**src/rtl/vram_pkg.sv**
```systemverilog
// Shared geometry, timing constants and write-FSM encoding for the text-mode VRAM controller.
package vram_pkg;

  localparam int ADDR_W     = 11;
  localparam int DATA_W     = 8;
  localparam int COLS       = 80;
  localparam int ROWS       = 25;
  localparam int CELLS      = COLS * ROWS;
  localparam int RD_LATENCY = 2;
  localparam int COL_W      = 7;
  localparam int ROW_W      = 5;
  localparam int PIPE_DEPTH = 1 + RD_LATENCY;

  typedef enum logic {
    IDLE = 1'b0,
    FILL = 1'b1
  } wr_state_e;

endpackage

```
**src/rtl/vram_ctrl_if.sv**
```systemverilog
// Host byte-write channel into the VRAM controller (valid/ready handshake).
interface vram_ctrl_if;
  import vram_pkg::*;

  logic              host_valid;
  logic              host_ready;
  logic [ADDR_W-1:0] host_addr;
  logic [DATA_W-1:0] host_data;

  modport master (
    output host_valid,
    output host_addr,
    output host_data,
    input  host_ready
  );

  modport slave (
    input  host_valid,
    input  host_addr,
    input  host_data,
    output host_ready
  );

endinterface

```
**src/rtl/vram_fetch_pipe.sv**
```systemverilog
// Carries request valid and cell tags alongside the RAM read so they emerge with read_data.
module vram_fetch_pipe
  import vram_pkg::*;
(
  input  logic             clk,
  input  logic             reset,
  input  logic             in_valid,
  input  logic [COL_W-1:0] in_col,
  input  logic [ROW_W-1:0] in_row,
  output logic             out_valid,
  output logic [COL_W-1:0] out_col,
  output logic [ROW_W-1:0] out_row
);

  logic [PIPE_DEPTH-1:0]            valid_q, valid_d;
  logic [PIPE_DEPTH-1:0][COL_W-1:0] col_q, col_d;
  logic [PIPE_DEPTH-1:0][ROW_W-1:0] row_q, row_d;

  always_comb begin
    valid_d = {valid_q[PIPE_DEPTH-2:0], in_valid};
    col_d   = {col_q[PIPE_DEPTH-2:0], in_col};
    row_d   = {row_q[PIPE_DEPTH-2:0], in_row};
  end

  always_ff @(posedge clk) begin
    if (!reset) begin
      valid_q <= '0;
      col_q   <= '0;
      row_q   <= '0;
    end else begin
      valid_q <= valid_d;
      col_q   <= col_d;
      row_q   <= row_d;
    end
  end

  assign out_valid = valid_q[PIPE_DEPTH-1];
  assign out_col   = col_q[PIPE_DEPTH-1];
  assign out_row   = row_q[PIPE_DEPTH-1];

endmodule

```
**src/rtl/vram_ctrl.sv**
```systemverilog
// Text VRAM controller: arbitrates host writes against the fill engine and
// sequences scanout reads with scroll-base wrap and latency-aligned cell tags.
module vram_ctrl
  import vram_pkg::*;
(
  input  logic              clk,
  input  logic              reset,
  vram_ctrl_if.slave        host,
  input  logic              fill_start,
  input  logic [DATA_W-1:0] fill_data,
  output logic              fill_busy,
  input  logic              frame_start,
  input  logic [ADDR_W-1:0] scroll_base,
  input  logic              char_req,
  output logic              char_valid,
  output logic [DATA_W-1:0] char_data,
  output logic [COL_W-1:0]  char_col,
  output logic [ROW_W-1:0]  char_row,
  output logic              write_ce,
  output logic [ADDR_W-1:0] write_ad,
  output logic [DATA_W-1:0] write_data,
  output logic [ADDR_W-1:0] read_ad,
  input  logic [DATA_W-1:0] read_data
);

  localparam logic [ADDR_W-1:0] LAST_CELL = ADDR_W'(CELLS - 1);
  localparam logic [COL_W-1:0]  LAST_COL  = COL_W'(COLS - 1);

  // ---------------- write side ----------------
  wr_state_e         state_q, state_d;
  logic [ADDR_W-1:0] fill_cnt_q, fill_cnt_d;
  logic [DATA_W-1:0] fill_byte_q, fill_byte_d;
  logic              write_ce_q, write_ce_d;
  logic [ADDR_W-1:0] write_ad_q, write_ad_d;
  logic [DATA_W-1:0] write_data_q, write_data_d;
  logic              host_ready_q, host_ready_d;
  logic              fill_busy_q, fill_busy_d;

  always_comb begin
    state_d      = state_q;
    fill_cnt_d   = fill_cnt_q;
    fill_byte_d  = fill_byte_q;
    write_ce_d   = 1'b0;
    write_ad_d   = write_ad_q;
    write_data_d = write_data_q;
    case (state_q)
      IDLE: begin
        // The host write and a same-cycle fill_start both proceed; the fill
        // only issues its first write one cycle later, so they never collide.
        if (host.host_valid) begin
          write_ce_d   = 1'b1;
          write_ad_d   = host.host_addr;
          write_data_d = host.host_data;
        end
        if (fill_start) begin
          state_d     = FILL;
          fill_cnt_d  = '0;
          fill_byte_d = fill_data;
        end
      end
      FILL: begin
        write_ce_d   = 1'b1;
        write_ad_d   = fill_cnt_q;
        write_data_d = fill_byte_q;
        fill_cnt_d   = fill_cnt_q + ADDR_W'(1);
        if (fill_cnt_q == LAST_CELL) begin
          state_d = IDLE;
        end
      end
      default: state_d = IDLE;
    endcase
    host_ready_d = (state_d == IDLE);
    fill_busy_d  = (state_d == FILL);
  end

  always_ff @(posedge clk) begin
    if (!reset) begin
      state_q      <= IDLE;
      fill_cnt_q   <= '0;
      fill_byte_q  <= '0;
      write_ce_q   <= 1'b0;
      write_ad_q   <= '0;
      write_data_q <= '0;
      host_ready_q <= 1'b0;
      fill_busy_q  <= 1'b0;
    end else begin
      state_q      <= state_d;
      fill_cnt_q   <= fill_cnt_d;
      fill_byte_q  <= fill_byte_d;
      write_ce_q   <= write_ce_d;
      write_ad_q   <= write_ad_d;
      write_data_q <= write_data_d;
      host_ready_q <= host_ready_d;
      fill_busy_q  <= fill_busy_d;
    end
  end

  assign write_ce        = write_ce_q;
  assign write_ad        = write_ad_q;
  assign write_data      = write_data_q;
  assign host.host_ready = host_ready_q;
  assign fill_busy       = fill_busy_q;

  // ---------------- scan side ----------------
  logic [ADDR_W-1:0] base_q, base_d;
  logic [ADDR_W-1:0] lin_q, lin_d;
  logic [COL_W-1:0]  col_q, col_d;
  logic [ROW_W-1:0]  row_q, row_d;
  logic [ADDR_W-1:0] read_ad_q, read_ad_d;
  logic [ADDR_W-1:0] fetch_base, fetch_lin;
  logic [COL_W-1:0]  fetch_col;
  logic [ROW_W-1:0]  fetch_row;

  always_comb begin
    base_d     = base_q;
    lin_d      = lin_q;
    col_d      = col_q;
    row_d      = row_q;
    read_ad_d  = read_ad_q;
    fetch_base = base_q;
    fetch_lin  = lin_q;
    fetch_col  = col_q;
    fetch_row  = row_q;
    // frame_start rewinds before a same-cycle request is served
    if (frame_start) begin
      base_d     = scroll_base;
      fetch_base = scroll_base;
      fetch_lin  = '0;
      fetch_col  = '0;
      fetch_row  = '0;
      lin_d      = '0;
      col_d      = '0;
      row_d      = '0;
    end
    if (char_req) begin
      read_ad_d = fetch_base + fetch_lin;
      if (fetch_lin == LAST_CELL) begin
        lin_d = '0;
        col_d = '0;
        row_d = '0;
      end else begin
        lin_d = fetch_lin + ADDR_W'(1);
        if (fetch_col == LAST_COL) begin
          col_d = '0;
          row_d = fetch_row + ROW_W'(1);
        end else begin
          col_d = fetch_col + COL_W'(1);
          row_d = fetch_row;
        end
      end
    end
  end

  always_ff @(posedge clk) begin
    if (!reset) begin
      base_q    <= '0;
      lin_q     <= '0;
      col_q     <= '0;
      row_q     <= '0;
      read_ad_q <= '0;
    end else begin
      base_q    <= base_d;
      lin_q     <= lin_d;
      col_q     <= col_d;
      row_q     <= row_d;
      read_ad_q <= read_ad_d;
    end
  end

  assign read_ad = read_ad_q;

  // ---------------- fetch return ----------------
  logic             pipe_valid;
  logic [COL_W-1:0] pipe_col;
  logic [ROW_W-1:0] pipe_row;

  vram_fetch_pipe u_fetch_pipe (
    .clk       (clk),
    .reset     (reset),
    .in_valid  (char_req),
    .in_col    (fetch_col),
    .in_row    (fetch_row),
    .out_valid (pipe_valid),
    .out_col   (pipe_col),
    .out_row   (pipe_row)
  );

  logic [DATA_W-1:0] data_hold_q, data_hold_d;
  logic [COL_W-1:0]  col_hold_q, col_hold_d;
  logic [ROW_W-1:0]  row_hold_q, row_hold_d;

  // read_data arrives in the valid cycle itself, so it is passed through and
  // captured to hold the outputs steady between fetches.
  always_comb begin
    data_hold_d = data_hold_q;
    col_hold_d  = col_hold_q;
    row_hold_d  = row_hold_q;
    if (pipe_valid) begin
      data_hold_d = read_data;
      col_hold_d  = pipe_col;
      row_hold_d  = pipe_row;
    end
  end

  always_ff @(posedge clk) begin
    if (!reset) begin
      data_hold_q <= '0;
      col_hold_q  <= '0;
      row_hold_q  <= '0;
    end else begin
      data_hold_q <= data_hold_d;
      col_hold_q  <= col_hold_d;
      row_hold_q  <= row_hold_d;
    end
  end

  assign char_valid = pipe_valid;
  assign char_data  = pipe_valid ? read_data : data_hold_q;
  assign char_col   = pipe_valid ? pipe_col  : col_hold_q;
  assign char_row   = pipe_valid ? pipe_row  : row_hold_q;

endmodule

```
**src/flat_wrapper.sv**
```systemverilog
// flat-port wrapper written by rule: the top's interface ports become plain ports
module vram_ctrl_flat import vram_pkg::*;
  (clk, reset, fill_start, fill_data, fill_busy, frame_start, scroll_base, char_req, char_valid, char_data, char_col, char_row, write_ce, write_ad, write_data, read_ad, read_data, host_host_valid, host_host_addr, host_host_data, host_host_ready);
  vram_ctrl_if host_i ();
  input  logic clk;
  input  logic reset;
  input  logic fill_start;
  input  logic [DATA_W-1:0] fill_data;
  output logic fill_busy;
  input  logic frame_start;
  input  logic [ADDR_W-1:0] scroll_base;
  input  logic char_req;
  output logic char_valid;
  output logic [DATA_W-1:0] char_data;
  output logic [COL_W-1:0] char_col;
  output logic [ROW_W-1:0] char_row;
  output logic write_ce;
  output logic [ADDR_W-1:0] write_ad;
  output logic [DATA_W-1:0] write_data;
  output logic [ADDR_W-1:0] read_ad;
  input  logic [DATA_W-1:0] read_data;
  input wire logic [$bits(host_i.host_valid)-1:0] host_host_valid;
  input wire logic [$bits(host_i.host_addr)-1:0] host_host_addr;
  input wire logic [$bits(host_i.host_data)-1:0] host_host_data;
  output wire logic [$bits(host_i.host_ready)-1:0] host_host_ready;
  assign host_i.host_valid = host_host_valid;
  assign host_i.host_addr = host_host_addr;
  assign host_i.host_data = host_host_data;
  assign host_host_ready = host_i.host_ready;
  vram_ctrl u_core (.clk(clk), .reset(reset), .host(host_i), .fill_start(fill_start), .fill_data(fill_data), .fill_busy(fill_busy), .frame_start(frame_start), .scroll_base(scroll_base), .char_req(char_req), .char_valid(char_valid), .char_data(char_data), .char_col(char_col), .char_row(char_row), .write_ce(write_ce), .write_ad(write_ad), .write_data(write_data), .read_ad(read_ad), .read_data(read_data));
endmodule
```
**config.mk**
```make
export PLATFORM = sky130hd
export DESIGN_NAME = vram_ctrl_flat
export DESIGN_NICKNAME = d
export VERILOG_FILES = /design/src/rtl/vram_pkg.sv /design/src/rtl/vram_ctrl_if.sv /design/src/rtl/vram_fetch_pipe.sv /design/src/rtl/vram_ctrl.sv /design/src/flat_wrapper.sv
export SDC_FILE = /design/constraint.sdc
export NUM_CORES = 1
export LEC_CHECK = 0
export BUFFER_PORTS_ARGS = -buffer_cell sky130_fd_sc_hd__buf_2
export CORE_UTILIZATION = 55
export CTS_CLUSTER_DIAMETER = 60
export DETAILED_ROUTE_END_ITERATION = 7
export PLACE_DENSITY = 0.83
export SLEW_MARGIN = 20
export SYNTH_ARGS = -nofsm -noshare
export SYNTH_HDL_FRONTEND = slang
export SYNTH_SLANG_ARGS = --single-unit
```
**constraint.sdc**
```tcl
create_clock -name clk -period 2.8 [get_ports clk]
set_clock_uncertainty 0.05 [all_clocks]
set_input_delay 0.28 -clock clk [delete_from_list [all_inputs] [get_ports clk]]
set_output_delay 0.28 -clock clk [all_outputs]
set_load 0.05 [all_outputs]
```
; Yosys cells after proc, flatten, opt, wreduce, memory -nomap -nowiden
; Index checks and enable logic that the tools add are counted.
[totals]
out_inout_bits = 54
reg_bits = 145
inputBits = 52
wordCells = 61
[classes]
n_eq_ne = 5
n_reduce_logical = 1
addsub = 5
n_mux = 26
n_bitwise = 2
[op_table]
columns = op, n
row1 = 2-to-1 mux 11 bit, 6
row2 = one-hot mux 11 bit (2 select lines), 2
row3 = 2-to-1 mux 7 bit, 5
row4 = 2-to-1 mux 5 bit, 5
row5 = adder 11 x 1 -> 11 bit (second input constant), 2
row6 = equality test 11 bit (second input constant), 2
row7 = 2-to-1 mux 8 bit, 2
row8 = one-hot mux 8 bit (2 select lines), 1
row9 = adder 11 bit, 1
row10 = adder 7 x 1 -> 7 bit (second input constant), 1
row11 = equality test 7 bit (second input constant), 1
row12 = adder 5 x 1 -> 5 bit (second input constant), 1
row13 = != test 2 bit (second input constant), 2
row14 = one-hot mux 1 bit (2 select lines), 2
row15 = 2-to-1 mux 1 bit, 3
row16 = NOT 1 bit, 2
row17 = AND reduction 2 bit, 1

; Depth between registers and ports, before layout
[depth]
word_depth = 5
depth_mapped = 11
mapped_depth_nobuf = 9

; Cells and area by module
; From an unflattened synthesis, not the netlist that was laid out.
[unflattened]
hier_cells = 634
hier_area_um2 = 6222.2
[modules_own_cells]
columns = mod, seq_area_each_um2, cells_each, n_inst, area_per_inst_um2
row1 = vram_ctrl, 2122.0, 552, 1, 5165.0
row2 = vram_fetch_pipe, 780.7, 82, 1, 1057.3

; Worst setup path before layout
; No wires, ideal clock.
[synth_path]
path_type = input -> register
start = input port frame_start
end = register u_core.read_ad_q[9] (netlist: u_core.read_ad[9])
path_slack_ps = 341
stages = 9
t_required_ps = 2628
t_arrival_ps = 2287
path_buffers = 2
setup_ps = 122
path_cell_list = buf_2 > buf_2 > mux2_2 > ha_1 > a21o_1 > a221oi_1 > a21boi_2 > nor4_1 > a221o_1
[synth_via]
elab_chain_cells = 2
word_cells_on_any_way = 3
classes_between = add/sub (1) / mux (2)
[synth_rtl]
columns = item, line
row1 = from (decl), flat_wrapper.sv:10  ; input logic frame_start;
row2 = 2-to-1 mux 11 bit, vram_ctrl.sv:125  ; if (frame_start) begin
row3 = adder 11 bit (*), vram_ctrl.sv:136  ; read_ad_d = fetch_base + fetch_lin;
row4 = to (signal assigned), vram_ctrl.sv:166  ; read_ad_q <= read_ad_d;
row5 = to (decl), vram_ctrl.sv:109  ; logic [ADDR_W-1:0] read_ad_q, read_ad_d;
; Every way passes the cells marked *; elsewhere a longest branch is shown, timed or not.
; A chain may end at the register's enable or synchronous reset.

; Final worst setup path
[layout_path]
start = register u_core.u_fetch_pipe.valid_q[2]
end = output port char_row[0]
[layout_via]
elab_chain_cells = 1
[layout_rtl]
columns = item, line
row1 = from (decl), vram_fetch_pipe.sv:15  ; logic [PIPE_DEPTH-1:0] valid_q, valid_d;
row2 = from (signal assigned), vram_fetch_pipe.sv:31  ; valid_q <= valid_d;
row3 = 2-to-1 mux 5 bit, vram_ctrl.sv:220  ; assign char_row = pipe_valid ? pipe_row : row_hold_q;
row4 = to (decl), flat_wrapper.sv:16  ; output logic [ROW_W-1:0] char_row;
; No other way between the ends.

==> results.json <==
{
  "synth.area.top_cells": "dfxtp_1 47%, and2_1 7.7%, mux2_2 5.3%",
  "fmax_mhz": 416,
  "cts_inserted_buffers": 17,
  "ant_nets": 0,
  "grt_pass1_vias": 4731,
  "end_kind": "output port",
  "layout.nets": 800,
  "synthDistinctLibCells": 59,
  "multi_input_area_um2": 3070,
  "numPortBuffers": 105,
  "drtIter0Drc": 247,
  "clockRootBuffer": "clkbuf_8",
  "p_total_uw": 5010,
  "p_clk_frac": 0.470,
  "crit_chain": "mux2_2, buf_2",
  "grt_pass1_wl_mm": 21.4,
  "fp.dieArea_um2": 11600,
  "antennaDiodeCount": 0,
  "seq_area_um2": 2900,
  "gr-total-overflow": 0,
  "die_h_um": 108,
  "antenna_found_initial": 0,
  "syn_inst": 625,
  "relSlewSlack": 0.412,
  "critPathTopFamily": "flip-flops",
  "cts_resized": 0,
  "vias_per_cell": 5.36,
  "cap_viol_max_count": 0,
  "finalHoldViolCount": 0,
  "dpl_cell_area_um2": 6780,
  "area_growth_pct": 22.0,
  "cts_tree": "done",
  "fin_area_um2": 7510,
  "dp_hpwl_mm": 8.90,
  "crit_buf_inv": 1,
  "slew_violations": 0,
  "finalCritPeriodShare": 0.858,
  "drc": 0,
  "synth_area_um2": 6150,
  "nFillCells": 815,
  "synth_fp_nets": 691,
  "status": "finished, final reports clean",
  "critPathRequiredTime_ps": 2470,
  "synth_edf_count": 0,
  "post_drt_wl_per_cell_um": 14.5,
  "combPwrFrac": 0.098,
  "grt_usage": 0.237,
  "ys_seq_elements": 145,
  "globalplace.congestion": 0.968,
  "critical_path.max_fanout": 21,
  "cp.depth": 2,
  "p_per_area_nw_per_um2": 667,
  "ctsHtreeMaxLevel": 4,
  "critPathArrivalTime_ps": 2070,
  "fin_setup_tns_ps": 0,
  "reg2regPathDepth": 7,
  "seqPwrFrac": 0.431,
  "synth_top_area_frac": 0.472,
  "tightest_slew_ps": 880,
  "ioPinCount": 106,
  "hold_class": "input port to register",
  "cp_slowest_cell": "dfxtp_1",
  "path_class": "register to output port",
  "dieWidth_um": 108,
  "rsz0062_at_grt": "no",
  "slowest_delay_ps": 890,
  "wl_mm": 12.9,
  "setup_viol": 0,
  "finalCriticalPeriod_ps": 2400,
  "clk_latency_ps": 530,
  "ys.flop_type": "dfxtp_1",
  "drive_above_1_share": 0.249,
  "max-vdd-ir-drop_mv": 0.509,
  "p_sw_uw": 1210,
  "leakage_uw": 0.00350,
  "worstSetupStartpointType": "register",
  "path_clk_slew_ps": 60,
  "p_int_uw": 3800,
  "coreArea_um2": 10900,
  "synth.largest_area_cell": "dfxtp_1",
  "yosys_warnings": 0,
  "async_reset_ff_frac": 0,
  "dr.pass1.iters": 4,
  "vias": 4753,
  "min_path_cells": 3,
  "cts_buffer_depth": 2,
  "clkSinkCount": 145,
  "rows": 38,
  "yosysSeqAreaShare": 0.472,
  "avgSynthCellArea_um2": 9.85,
  "initial_core_util": 0.565,
  "switching_share": 0.242,
  "grt_max_degree": 50
}
==> logic make-up after synthesis <==
kind of cell	Yosys count	synth area share
compound gates	84	0.106
xor+xnor	20	0.0285
fa+ha+maj	14	0.0297
buf+inv	44	0.0287
flops	145	0.472
mux	58	0.100
simple gates	260	0.235
==> per-layer routing <==
metal | GRT usage | vias up | share of wire
li1 | - | 2363 | -
met1 | 0.278 | 2254 | 0.44
met2 | 0.401 | 115 | 0.51
met3 | 0.0611 | 21 | 0.039
met4 | 0.113 | 0 | 0.019
met5 | 0 | - | 0
==> flip-flops by register name (all words and copies together), names as in the netlist <==
| name | cells |
|---|---|
| u_core.u_fetch_pipe.col_d | 14 |
| u_core.base_q | 11 |
| u_core.fill_cnt_q | 11 |
| u_core.lin_q | 11 |
| u_core.read_ad | 11 |
| u_core.write_ad | 11 |
| u_core.u_fetch_pipe.row_d | 10 |
| u_core.data_hold_q | 8 |
| u_core.fill_byte_q | 8 |
| u_core.write_data | 8 |
| u_core.col_hold_q | 7 |
| u_core.col_q | 7 |
| u_core.u_fetch_pipe.out_col | 7 |
| u_core.row_hold_q | 5 |
| u_core.row_q | 5 |
| u_core.u_fetch_pipe.out_row | 5 |
| u_core.u_fetch_pipe.valid_q | 3 |
| u_core.host.host_ready | 1 |
| u_core.state_q | 1 |
| u_core.write_ce | 1 |
==> layout by cell type (no fill, tap or decap), drive strengths merged, types with 10 or more instances in the layout <==
| master | n |
|---|---|
| inv | 11 |
| o211a | 21 |
| nand2 | 61 |
| nor2b | 23 |
| mux2 | 29 |
| clkbuf | 20 |
| buf | 114 |
| a21oi | 13 |
| dlygate4sd3 | 10 |
| nor2 | 25 |
| nor3 | 10 |
| nand3 | 19 |
| xnor2 | 12 |
| mux2i | 29 |
| and2 | 76 |
| a21boi | 10 |
| o21ai | 15 |
| dfxtp | 145 |
| ha | 13 |
==> metrics by stage <==
| step | std cells | utilization | hold WS [ps] | setup WS (ps) |
|---|---|---|---|---|
| 5_1_grt | 887 | 0.690 | 42.4 | 258 |
| 6_report | 887 | 0.690 | 32.2 | 397 |
| 2_1_floorplan | 625 | - | 362 | 341 |
| 4_1_cts | 887 | 0.690 | 6.26 | 341 |
| 3_3_place_gp | 845 | 0.623 | 365 | 316 |
| 3_5_place_dp | 845 | 0.623 | 367 | 256 |
==> path summary, 6_finish.rpt <==
| kind | start | end | slack (ps) |
|---|---|---|---|
| max | u_core.u_fetch_pipe.valid_q[2] | char_row[0] | 400 |
| min | host_host_addr[0] | u_core.write_ad[0] | 30 |
| max reg2reg | u_core.lin_q[5] | u_core.read_ad[9] | 460 |
| min reg2reg | u_core.u_fetch_pipe.row_d[10] | u_core.u_fetch_pipe.out_row[0] | 380 |
==> worst min-delay path: cells and delay by family <==
kind	cells	cell delay (ps)
mux	1	60
compound gates	1	140
buf+inv	1	70
==> synthesized netlist by cell type, drive strengths merged, types with 3 or more instances <==
master,count
nor2,25
dfxtp,145
nor3b,3
ha,13
o211a,21
a21o,3
o21a,4
nand2,61
nor2b,23
nand4b,4
o21ai,15
o211ai,3
buf,13
and3,4
nor4,3
and2,76
or3,4
xor2,8
nor3,10
xnor2,12
clkbuf,21
inv,10
mux2,29
nand3b,4
nand3,19
nand4,6
or2,4
mux2i,29
a21oi,13
nand2b,8
a21boi,10
==> area by class of cell <==
class                      count  share of cell area
clock inverter                12              0.0242
multi-input combinational    436               0.409
timing repair buffer         124              0.0923
inverter                      10             0.00500
sequential                   145               0.387
tap                          140              0.0233
clock buffer                  20              0.0593
==> what timing repair did <==
action	CTS	global route
hold buffers	10	0
setup buffers	0	0
endpoints found under the hold margin	10	0
==> power groups by stage <==
stage | clock network (uW) | logic [uW] | registers [uW]
6_report | 2360 | 494 | 2160
5_1_grt | 2500 | 531 | 2170
4_1_cts | 2390 | 495 | 2160
3_5_place_dp | 0 | 480 | 2210
3_3_place_gp | 0 | 468 | 2200
2_1_floorplan | 0 | 235 | 2320
No activity file was read; power rests on OpenSTA's default activity.
